`src/rtl/mux16_rr_arbiter.sv`:
```
// Round-robin arbiter for 16 requesters sharing one muxed WIDTH-bit channel with burst grants.
// Optional stall timeout with forced release is enabled by defining MUX16_ARB_TIMEOUT_EN.
module mux16_rr_arbiter #(
  parameter int unsigned WIDTH     = 6,
  parameter int unsigned BURST_LEN = 4,
  parameter int unsigned TIMEOUT   = 16
) (
  input  logic                  clk,
  input  logic                  rst_n,
  input  logic [15:0]           req,
  input  logic [16*WIDTH-1:0]   datain,
  input  logic                  out_ready,
  output logic [3:0]            select,
  output logic [15:0]           grant,
  output logic                  out_valid,
  output logic [WIDTH-1:0]      out,
  output logic [15:0]           ack
`ifdef MUX16_ARB_TIMEOUT_EN
  ,
  output logic                  timeout
`endif
);

  typedef enum logic {StIdle, StBusy} state_e;

  state_e      state_q;
  logic [3:0]  select_q;
  logic [15:0] grant_q;
  logic [7:0]  count_q;
  logic [3:0]  last_q;
  logic [15:0] ack_q;
  logic [3:0]  winner;
  logic        accept;
  logic        burst_done;

`ifdef MUX16_ARB_TIMEOUT_EN
  logic [7:0]  stall_q;
  logic        timeout_q;
  assign timeout = timeout_q;
`endif

  // First requester after the last owner, wrapping 15 -> 0.
  always_comb begin
    logic       found;
    logic [3:0] idx;
    found  = 1'b0;
    winner = last_q;
    for (int i = 1; i <= 16; i++) begin
      idx = last_q + 4'(i);
      if (!found && req[idx]) begin
        found  = 1'b1;
        winner = idx;
      end
    end
  end

  always_comb begin
    out_valid  = (state_q == StBusy) && req[select_q];
    out        = out_valid ? datain[select_q*WIDTH +: WIDTH] : '0;
    accept     = out_valid && out_ready;
    burst_done = (count_q + 8'd1) == 8'(BURST_LEN);
  end

  assign select = select_q;
  assign grant  = grant_q;
  assign ack    = ack_q;

  always_ff @(posedge clk or negedge rst_n) begin
    if (!rst_n) begin
      state_q   <= StIdle;
      select_q  <= '0;
      grant_q   <= '0;
      count_q   <= '0;
      last_q    <= 4'hf;
      ack_q     <= '0;
`ifdef MUX16_ARB_TIMEOUT_EN
      stall_q   <= '0;
      timeout_q <= 1'b0;
`endif
    end else begin
      ack_q <= '0;
`ifdef MUX16_ARB_TIMEOUT_EN
      timeout_q <= 1'b0;
`endif
      unique case (state_q)
        StIdle: begin
          if (|req) begin
            state_q  <= StBusy;
            select_q <= winner;
            grant_q  <= 16'(1) << winner;
            count_q  <= '0;
`ifdef MUX16_ARB_TIMEOUT_EN
            stall_q  <= '0;
`endif
          end
        end
        StBusy: begin
          if (accept) begin
            ack_q   <= 16'(1) << select_q;
            count_q <= count_q + 8'd1;
`ifdef MUX16_ARB_TIMEOUT_EN
            stall_q <= '0;
`endif
            if (burst_done) begin
              state_q <= StIdle;
              last_q  <= select_q;
              grant_q <= '0;
            end
          end else if (!req[select_q]) begin
            state_q <= StIdle;
            last_q  <= select_q;
            grant_q <= '0;
          end
`ifdef MUX16_ARB_TIMEOUT_EN
          else begin
            // Valid but stalled: the pending beat is dropped without ack on expiry.
            if ((stall_q + 8'd1) == 8'(TIMEOUT)) begin
              state_q   <= StIdle;
              last_q    <= select_q;
              grant_q   <= '0;
              timeout_q <= 1'b1;
            end else begin
              stall_q <= stall_q + 8'd1;
            end
          end
`endif
        end
        default: state_q <= StIdle;
      endcase
    end
  end

endmodule

```
`config.mk`:
```
export PLATFORM = sky130hd
export DESIGN_NAME = mux16_rr_arbiter
export DESIGN_NICKNAME = d
export VERILOG_FILES = /design/src/rtl/mux16_rr_arbiter.sv
export SDC_FILE = /design/constraint.sdc
export NUM_CORES = 1
export LEC_CHECK = 0
export BUFFER_PORTS_ARGS = -buffer_cell sky130_fd_sc_hd__buf_2
export CORE_MARGIN = 10
export CORE_UTILIZATION = 49
export CTS_BUF_LIST = sky130_fd_sc_hd__clkbuf_4
export CTS_CLUSTER_SIZE = 8
export DETAILED_ROUTE_END_ITERATION = 6
export GPL_ROUTABILITY_DRIVEN = 1
export GPL_TIMING_DRIVEN = 0
export PLACE_DENSITY = 0.86
export SKIP_CTS_REPAIR_TIMING = 1
export SLEW_MARGIN = 20
export SYNTH_ARGS = -nofsm -noshare
export SYNTH_HDL_FRONTEND = slang
export SYNTH_SLANG_ARGS = --single-unit
```
`constraint.sdc`:
```
create_clock -name clk -period 3.96 [get_ports clk]
set_input_delay 0.594 -clock clk [delete_from_list [all_inputs] [get_ports clk]]
set_output_delay 0.594 -clock clk [all_outputs]
set_load 0.01 [all_outputs]
```
## After elaboration in Yosys (flattened, before gate mapping)

Index checks and enable logic that the tools add are counted.

- Output and inout bits: 43
- Input port bits: 115
- Logic and storage cells: 172
- Register bits after elaboration: 49

- Multipliers: 1
- Add/sub/neg operators: 16
- Bitwise logic cells: 1
- Equality and inequality tests: 7
- $lt $le $gt $ge: 17
- Reduce and logical (&&, ||, !) cells: 37
- Muxes and demuxes: 84
- Shift operators: 3

Operators by type and width:

| kind | number |
|---|---|
| 16-bit 2-to-1 mux | 6 |
| 96-bit by 8-bit indexed part select with 6-bit output | 1 |
| 4-bit by 5-bit less-than comparator with 1-bit output (second input constant) | 17 |
| 4-bit 2-to-1 mux | 19 |
| 1-bit binary-select mux with 4-bit select | 17 |
| 1-bit 2-to-1 mux | 36 |
| 4-bit adder (second input constant) | 8 |
| 16-bit case mux with 2 select lines | 1 |
| 1-bit by 4-bit << shifter with 16-bit output (first input constant) | 2 |
| 1-bit logical AND | 17 |
| 4-bit by 3-bit adder with 4-bit output (second input constant) | 4 |
| 8-bit 2-to-1 mux | 2 |
| 8-bit case mux with 2 select lines | 1 |
| 16-bit OR reduction | 1 |
| 1-bit logical NOT | 15 |
| 4-bit by 2-bit adder with 4-bit output (second input constant) | 2 |
| 8-bit by 1-bit adder with 8-bit output (second input constant) | 1 |
| 8-bit by 3-bit == test with 1-bit output (second input constant) | 1 |
| 4-bit by 2-bit multiplier with 6-bit output (second input constant) | 1 |
| 6-bit 2-to-1 mux | 1 |
| 3-bit AND reduction | 2 |
| 4-bit by 1-bit adder with 4-bit output (second input constant) | 1 |
| 2-bit by 1-bit inequality test with 1-bit output (second input constant) | 2 |
| 2-bit inequality test (second input constant) | 2 |
| other kinds (5) | 6 |

## Longest topological paths before layout

Gate-level depths: netlist of run 1.

- Depth in word-level cells: 52
- Gate-level depth with buffers: 17
- Mapped depth without buffers: 12

## Worst setup path after synthesis of run 1

OpenSTA, ideal clock, no wires.

- Kind: flip-flop to flip-flop
- From: register last_q[1]
- To: register grant_q[0], in the netlist grant[0]
- Data required time: 3.850 ns
- Slack: -0.411 ns
- Library setup time: 0.110 ns
- Path buffers: 4
- Data arrival time: 4.261 ns
- Clock period less this slack: 4.371 ns
- Cell stages (with the launch flop): 17
- Cells stage by stage: dfstp_2 -> buf_4 -> buf_2 -> inv_1 -> ha_1 -> buf_6 -> mux2_1 -> mux4_2 -> mux2i_2 -> nand2_2 -> nor3_2 -> nand3_1 -> a211o_1 -> o211a_1 -> or2_1 -> buf_6 -> o41ai_1

- Cells in the longest elaborated chain, start to end: 52
- Elaborated cells between the ends (all ways): 111
- Those cells by class: add/sub (15); shift (1); mux (65); reduce/logical (30)

RTL lines:

| item | line | RTL |
|---|---|---|
| from (decl) | 30 | `logic [3:0] last_q;` |
| from (signal assigned) | 106 | `last_q <= select_q;` |
| from (signal assigned) | 111 | `last_q <= select_q;` |
| 4-bit by 1-bit adder with 4-bit output | 49 | `idx = last_q + 4'(i);` |
| 1-bit binary-select mux with 4-bit select | 50 | `if (!found && req[idx]) begin` |
| 1-bit 2-to-1 mux (not written as such) | 50 |  |
| 1-bit 2-to-1 mux | 50 |  |
| 1-bit logical NOT | 50 |  |
| 1-bit logical AND | 50 |  |
| 1-bit 2-to-1 mux | 50 |  |
| 1-bit logical NOT | 50 |  |
| (+36 left out) | n/a |  |
| 1-bit logical AND | 50 |  |
| 1-bit 2-to-1 mux | 50 |  |
| 1-bit logical NOT | 50 |  |
| 1-bit logical AND | 50 |  |
| 4-bit 2-to-1 mux * | 50 |  |
| 1-bit by 4-bit << shifter with 16-bit output * | 90 | `grant_q <= 16'(1) << winner;` |
| 16-bit 2-to-1 mux * | 87 | `if (\|req) begin` |
| 16-bit case mux with 2 select lines * | 85 | `unique case (state_q)` |
| to (signal assigned) | 90 |  |
| to (decl) | 28 | `logic [15:0] grant_q;` |

Mark *: on every way between the ends. The rest lies on a longest branch, timed or not. The select of a mux whose other input is x is not followed.
A chain may end at the register's enable or synchronous reset.

## Final worst setup path of run 1

- From: register last_q[0]
- To: register grant_q[7], in the netlist grant[7]

The elaborated chain is that of the path after synthesis.

==> impl_metrics.json, run 1 <==
{
  "status": "finished with violations",
  "failed_checks": "negative setup slack",
  "syn-instance-count": 532,
  "use_met2_pct": 41.8,
  "fin_crit_ns": 4.39,
  "routedWlPerCell_microns": 23.8,
  "antenna_left": 0,
  "row_count": 37,
  "cts_made_buffers": 5,
  "dieArea_sq_um": 15300,
  "nets": 855,
  "drv_cap": 0,
  "clk_latency_ns": 0.37,
  "max_slew.worst_pin.slew_ns": 0.657,
  "synthArstFlopShare_pct": 100,
  "vias_per_cell": 6.72,
  "synth_fp_nets": 656,
  "port-buffer-count": 157,
  "post-route-util_pct": 68.6,
  "cts.sinks": 49,
  "final_common_cell": "buf_2",
  "layout_common_cells": "160 x buf_2, 63 x nand2_1, 56 x mux4_2",
  "ys_ff_latch": 49,
  "synth_cell_types": 71,
  "grt_pass1_wl_mm": 29.9,
  "drt_iter0_markers": 637,
  "max_freq_mhz": 228,
  "num_antenna_cells": 0,
  "critical_path_class": "reg -> reg",
  "slew_headroom_pct": 56.2,
  "cts_buffer_depth": 2,
  "coreArea_sq_um": 10400,
  "finalMaxSlewViolations": 0,
  "hold_path.class": "in -> async",
  "grtUsageMet3_pct": 6.70,
  "die-width_microns": 124,
  "place.gp.congestion": 1.01,
  "grt_start_max_net_pins": 50,
  "ys_warn_count": 0,
  "finalHoldViolations": 0,
  "rsz0062_at_grt": "true",
  "cp.arrival_ns": 4.66,
  "grt_pass1_vias": 5650,
  "fin_crit_sh_pct": 111,
  "cp_max_fo": 6,
  "syn-cell-area_sq_um": 5270,
  "dp_hpwl_mm": 15.2,
  "drt-total-wl_mm": 20.7,
  "grt_overflow": 0,
  "skew_ns": 0.00290,
  "drc": 0,
  "path_clk_slew_ns": 0.14,
  "grt_usage_pct": 24.3,
  "met1_usage_pct": 27.9,
  "grt.busiest_layer": "met2",
  "io_pins": 158,
  "cp-end-kind": "register",
  "synth_ff_type": "dfrtp_1",
  "setup_viol": 20,
  "synth_enable_flop_cells": 0,
  "antenna_found_initial": 0,
  "dr_total_vias": 5831,
  "cp-start-kind": "register",
  "cts-root-buf": "clkbuf_4",
  "cts_tree": "yes",
  "setup_slack_ns": -0.427,
  "start_util_pct": 50.6,
  "htree_num_levels": 2,
  "dr.pass1.iters": 6,
  "avgSynthCellArea_sq_um": 9.91,
  "dieHeight_microns": 124,
  "syn_to_final_growth_pct": 35.5,
  "yosysSeqAreaShare_pct": 23.4,
  "cp.required_ns": 4.23,
  "drive_gt1_share_pct": 49.6
}
cell type report:
| cell class | instances | area (sq um) |
|---|---|---|
| sequential | 49 | 1230 |
| tap | 136 | 170 |
| clock buffer | 5 | 37.5 |
| buffer | 30 | 229 |
| multi-input combinational | 439 | 4280 |
| clock inverter | 3 | 41.3 |
| inverter | 12 | 48.8 |
| timing repair buffer | 194 | 1110 |
| fill | 756 | 3280 |
path summary, 6_finish.rpt:
kind | startpoint | end | slack [ns] | cells after the start
worst max-delay path | last_q[0]$_DFFE_PN1P_ | grant[7]$_DFFE_PN0P_ | -0.43 | 16
worst min-delay path | rst_n | grant[13]$_DFFE_PN0P_ | 0.21 | 1
worst max register to register | last_q[0]$_DFFE_PN1P_ | grant[7]$_DFFE_PN0P_ | -0.43 | 16
worst min register to register | grant[11]$_DFFE_PN0P_ | grant[11]$_DFFE_PN0P_ | 0.50 | 2
max in group asynchronous | rst_n | select[1]$_DFFE_PN0P_ | 3.35 | 1
min in group clk | grant[11]$_DFFE_PN0P_ | grant[11]$_DFFE_PN0P_ | 0.50 | 2
Yosys cell counts, types with 2 or more instances:
library cell	count	area, sq um
buf_6	4	45.0
ha_1	9	113
nand2b_1	6	37.5
or2_2	4	25.0
o21ai_0	24	120
a21o_1	3	22.5
nor2b_1	4	25.0
o32ai_1	3	26.3
o31ai_1	9	67.6
mux2_2	22	248
a22o_1	3	26.3
o211ai_1	5	37.5
nand3_1	13	65.1
mux2i_1	31	310
or3_1	3	18.8
and3_1	11	68.8
o22ai_1	4	25.0
nand2_1	64	240
a211oi_1	3	22.5
mux2_1	2	22.5
nor3_2	2	20.0
dfrtp_1	45	1130
buf_1	6	22.5
nor2_1	38	143
nand4_1	6	37.5
clkbuf_1	14	52.6
a31oi_1	7	43.8
o21ai_1	2	10.0
o211a_1	4	40.0
dfstp_2	4	105
xnor2_1	10	87.6
buf_4	2	15.0
inv_1	12	45.0
xor2_1	4	35.0
and2_1	6	37.5
o41ai_1	9	78.8
mux4_2	55	1240
nor3_1	16	80.1
o21a_1	2	15.0
a21oi_1	18	90.1
buf_2	6	30.0
a211o_1	2	17.5
nor4_1	7	43.8
routing by layer:
metal  wire (microns)  vias up
met5                0        -
met4             1090        0
met3             2170      103
met2            10500      456
met1             6950     2792
li1                 -     2480
worst max-delay path, cell delays in order, from the launching register on:
cell and delay (ns):
dfstp_2 0.63, inv_2 0.08, buf_8 0.14, buf_12 0.12
ha_4 0.31, clkbuf_16 0.17, mux2_4 0.31, mux4_2 0.57
mux2i_4 0.30, nand2_2 0.12, nor3_4 0.19, nand3_2 0.14
a211o_1 0.30, o211a_1 0.13, or2_4 0.27, buf_6 0.14
o41ai_4 0.35
cells by family (layout without fill, tap and decap cells):
logic type	Yosys count	count (layout)	synth area share (%)
buffers and inverters	44	244	3.99
AND/OR/NAND/NOR	191	191	17.9
flip-flops	49	49	23.4
XOR/XNOR	14	14	2.33
adder cells (fa/ha/maj)	9	9	2.14
multiplexers	113	113	35.7
AO/OA/AOI/OAI	112	112	14.6
registers in the layout, summed over array words and instances (netlist names):
| register | flops |
|---|---|
| grant | 16 |
| select | 4 |
| state_q | 1 |
| ack | 16 |
| last_q | 4 |
| count_q | 8 |
metrics by stage:
step           hold slack (ns)  instances  cell area [sq um]  setup slack (ns)  setup TNS (ns)
2_1_floorplan            0.298        532               5450            -0.121          -0.957
3_3_place_gp             0.464        825               6410            -0.763          -14.28
3_5_place_dp             0.473        825               6410            -0.858          -16.00
4_1_cts                  0.413        833               6490            -0.895          -17.44
5_1_grt                  0.230        868               7140            -0.467           -7.20
6_report                 0.206        868               7140            -0.427           -5.76
Power of run 1 is left out: the tool's default activity adds up to more than one toggle a clock period on the data nets, which glitch-free logic cannot reach.
==> run 2, diff against run 1 <==
CORE_UTILIZATION = 45   (was 49)
PLACE_DENSITY = 0.8   (was 0.86)
==> impl_metrics.json, run 2 (synthesized netlist as in run 1, its figures left out) <==
{
  "cp-end-kind": "register",
  "max_freq_mhz": 227,
  "cts-root-buf": "clkbuf_4",
  "slew_headroom_pct": 53.0,
  "die-width_microns": 128,
  "rsz0062_at_grt": "true",
  "drive_gt1_share_pct": 51.3,
  "antenna_found_initial": 1,
  "final_common_cell": "buf_2",
  "grt_overflow": 0,
  "regArea_sq_um": 1230,
  "hold_path.class": "in -> async",
  "io_pins": 158,
  "dr.pass1.iters": 5,
  "syn_to_final_growth_pct": 38.1,
  "cts_buffer_depth": 2,
  "fin_crit_ns": 4.40,
  "n_fill_cell": 830,
  "path_clk_slew_ns": 0.16,
  "reg2reg_depth": 16,
  "worst_hold_slack_ns": 0.205,
  "setup_slack_ns": -0.437,
  "cp.required_ns": 4.22,
  "finalHoldViolations": 0,
  "status": "finished with violations",
  "r2r_start": "last_q[1]$_DFFE_PN1P_",
  "cp_max_fo": 6,
  "max_slew.worst_pin.slew_ns": 0.705,
  "multiInputGateArea_sq_um": 4380,
  "drt-total-wl_mm": 21.1,
  "grt_start_max_net_pins": 50,
  "cts.sinks": 49,
  "dr_total_vias": 5883,
  "skew_ns": 0.0228,
  "drv_cap": 0,
  "port-buffer-count": 157,
  "antenna_left": 0,
  "drt_iter0_markers": 686,
  "cts_tree": "yes",
  "coreArea_sq_um": 11500,
  "grt_pass1_wl_mm": 29.6,
  "vias_per_cell": 6.64,
  "layout_common_cells": "159 x buf_2, 64 x nand2_1, 56 x mux4_2",
  "row_count": 39,
  "dieHeight_microns": 128,
  "fin_crit_sh_pct": 111,
  "routedWlPerCell_microns": 23.8,
  "drc": 0,
  "clk_latency_ns": 0.37,
  "critical_path_class": "reg -> reg",
  "cts_made_buffers": 5,
  "htree_num_levels": 2,
  "dieArea_sq_um": 16400,
  "cp.arrival_ns": 4.66,
  "finalMaxSlewViolations": 0,
  "dp_hpwl_mm": 15.5,
  "r2r-end": "select[3]$_DFFE_PN0P_",
  "rrSetupSlack_ns": -0.44,
  "setup_viol": 20,
  "failed_checks": "negative setup slack",
  "grt_usage_pct": 21.9,
  "grt_pass1_vias": 5806,
  "nets": 865,
  "place.gp.congestion": 0.999,
  "start_util_pct": 46.0,
  "cp-start-kind": "register"
}
[run 2: area by class of cell]
class	count	area share, %
flip-flops and latches	49	16.9
inverters	12	0.670
clock buffers	5	0.516
repair buffers	202	16.0
well taps	143	2.46
plain buffers	30	2.99
diodes	1	0.0344
clock inverters	3	0.292
multi-input cells	441	60.2
[run 2: how the worst max path moves through the flow]
stage | slack, ns | endpoint | cells past startpoint | from
final | -0.44 | select[3]$_DFFE_PN0P_ | 16 | last_q[1]$_DFFE_PN1P_
after CTS | -0.89 | grant[7]$_DFFE_PN0P_ | 16 | last_q[1]$_DFFE_PN1P_
after detailed placement | -0.88 | grant[11]$_DFFE_PN0P_ | 16 | last_q[1]$_DFFE_PN1P_
after global routing | -0.50 | select[3]$_DFFE_PN0P_ | 13 | last_q[2]$_DFFE_PN1P_
after floorplan | -0.12 | select[3]$_DFFE_PN0P_ | 16 | last_q[1]$_DFFE_PN1P_
after global placement | -0.80 | grant[5]$_DFFE_PN0P_ | 14 | last_q[1]$_DFFE_PN1P_
[run 2: per-layer routing]
layer	part of all wire, %	vias to the layer above	GRT usage (%)	routed length, microns
li1	-	2503	-	-
met1	35	2814	23.3	7310
met2	51	464	40.1	10800
met3	9.3	102	5.67	1970
met4	4.9	0	8.68	1030
met5	0	-	0	0
[run 2: through the flow]
step,setup TNS [ns],std cells,area [sq um],util [%],setup WS [ns]
after floorplan,-0.957,532,5450,-,-0.121
after CTS,-17.98,840,6480,56.5,-0.892
final,-5.58,886,7280,63.5,-0.437
after global routing,-7.42,886,7280,63.5,-0.503
after global placement,-14.37,832,6420,56.0,-0.796
after detailed placement,-16.37,832,6420,56.0,-0.875
[run 2: worst max-delay path, cell delays in order (launching register included)]
cell        delay [ns]
dfstp_2           0.62
buf_8             0.12
buf_12            0.10
clkinvlp_4        0.13
ha_4              0.35
buf_12            0.14
buf_12            0.10
mux4_2            0.37
mux4_2            0.61
nor2_4            0.17
nand4_4           0.18
o32ai_4           0.35
a21oi_2           0.10
o211a_1           0.28
or2_4             0.26
buf_6             0.15
mux2_4            0.27
Power of run 2 is left out for the same reason.
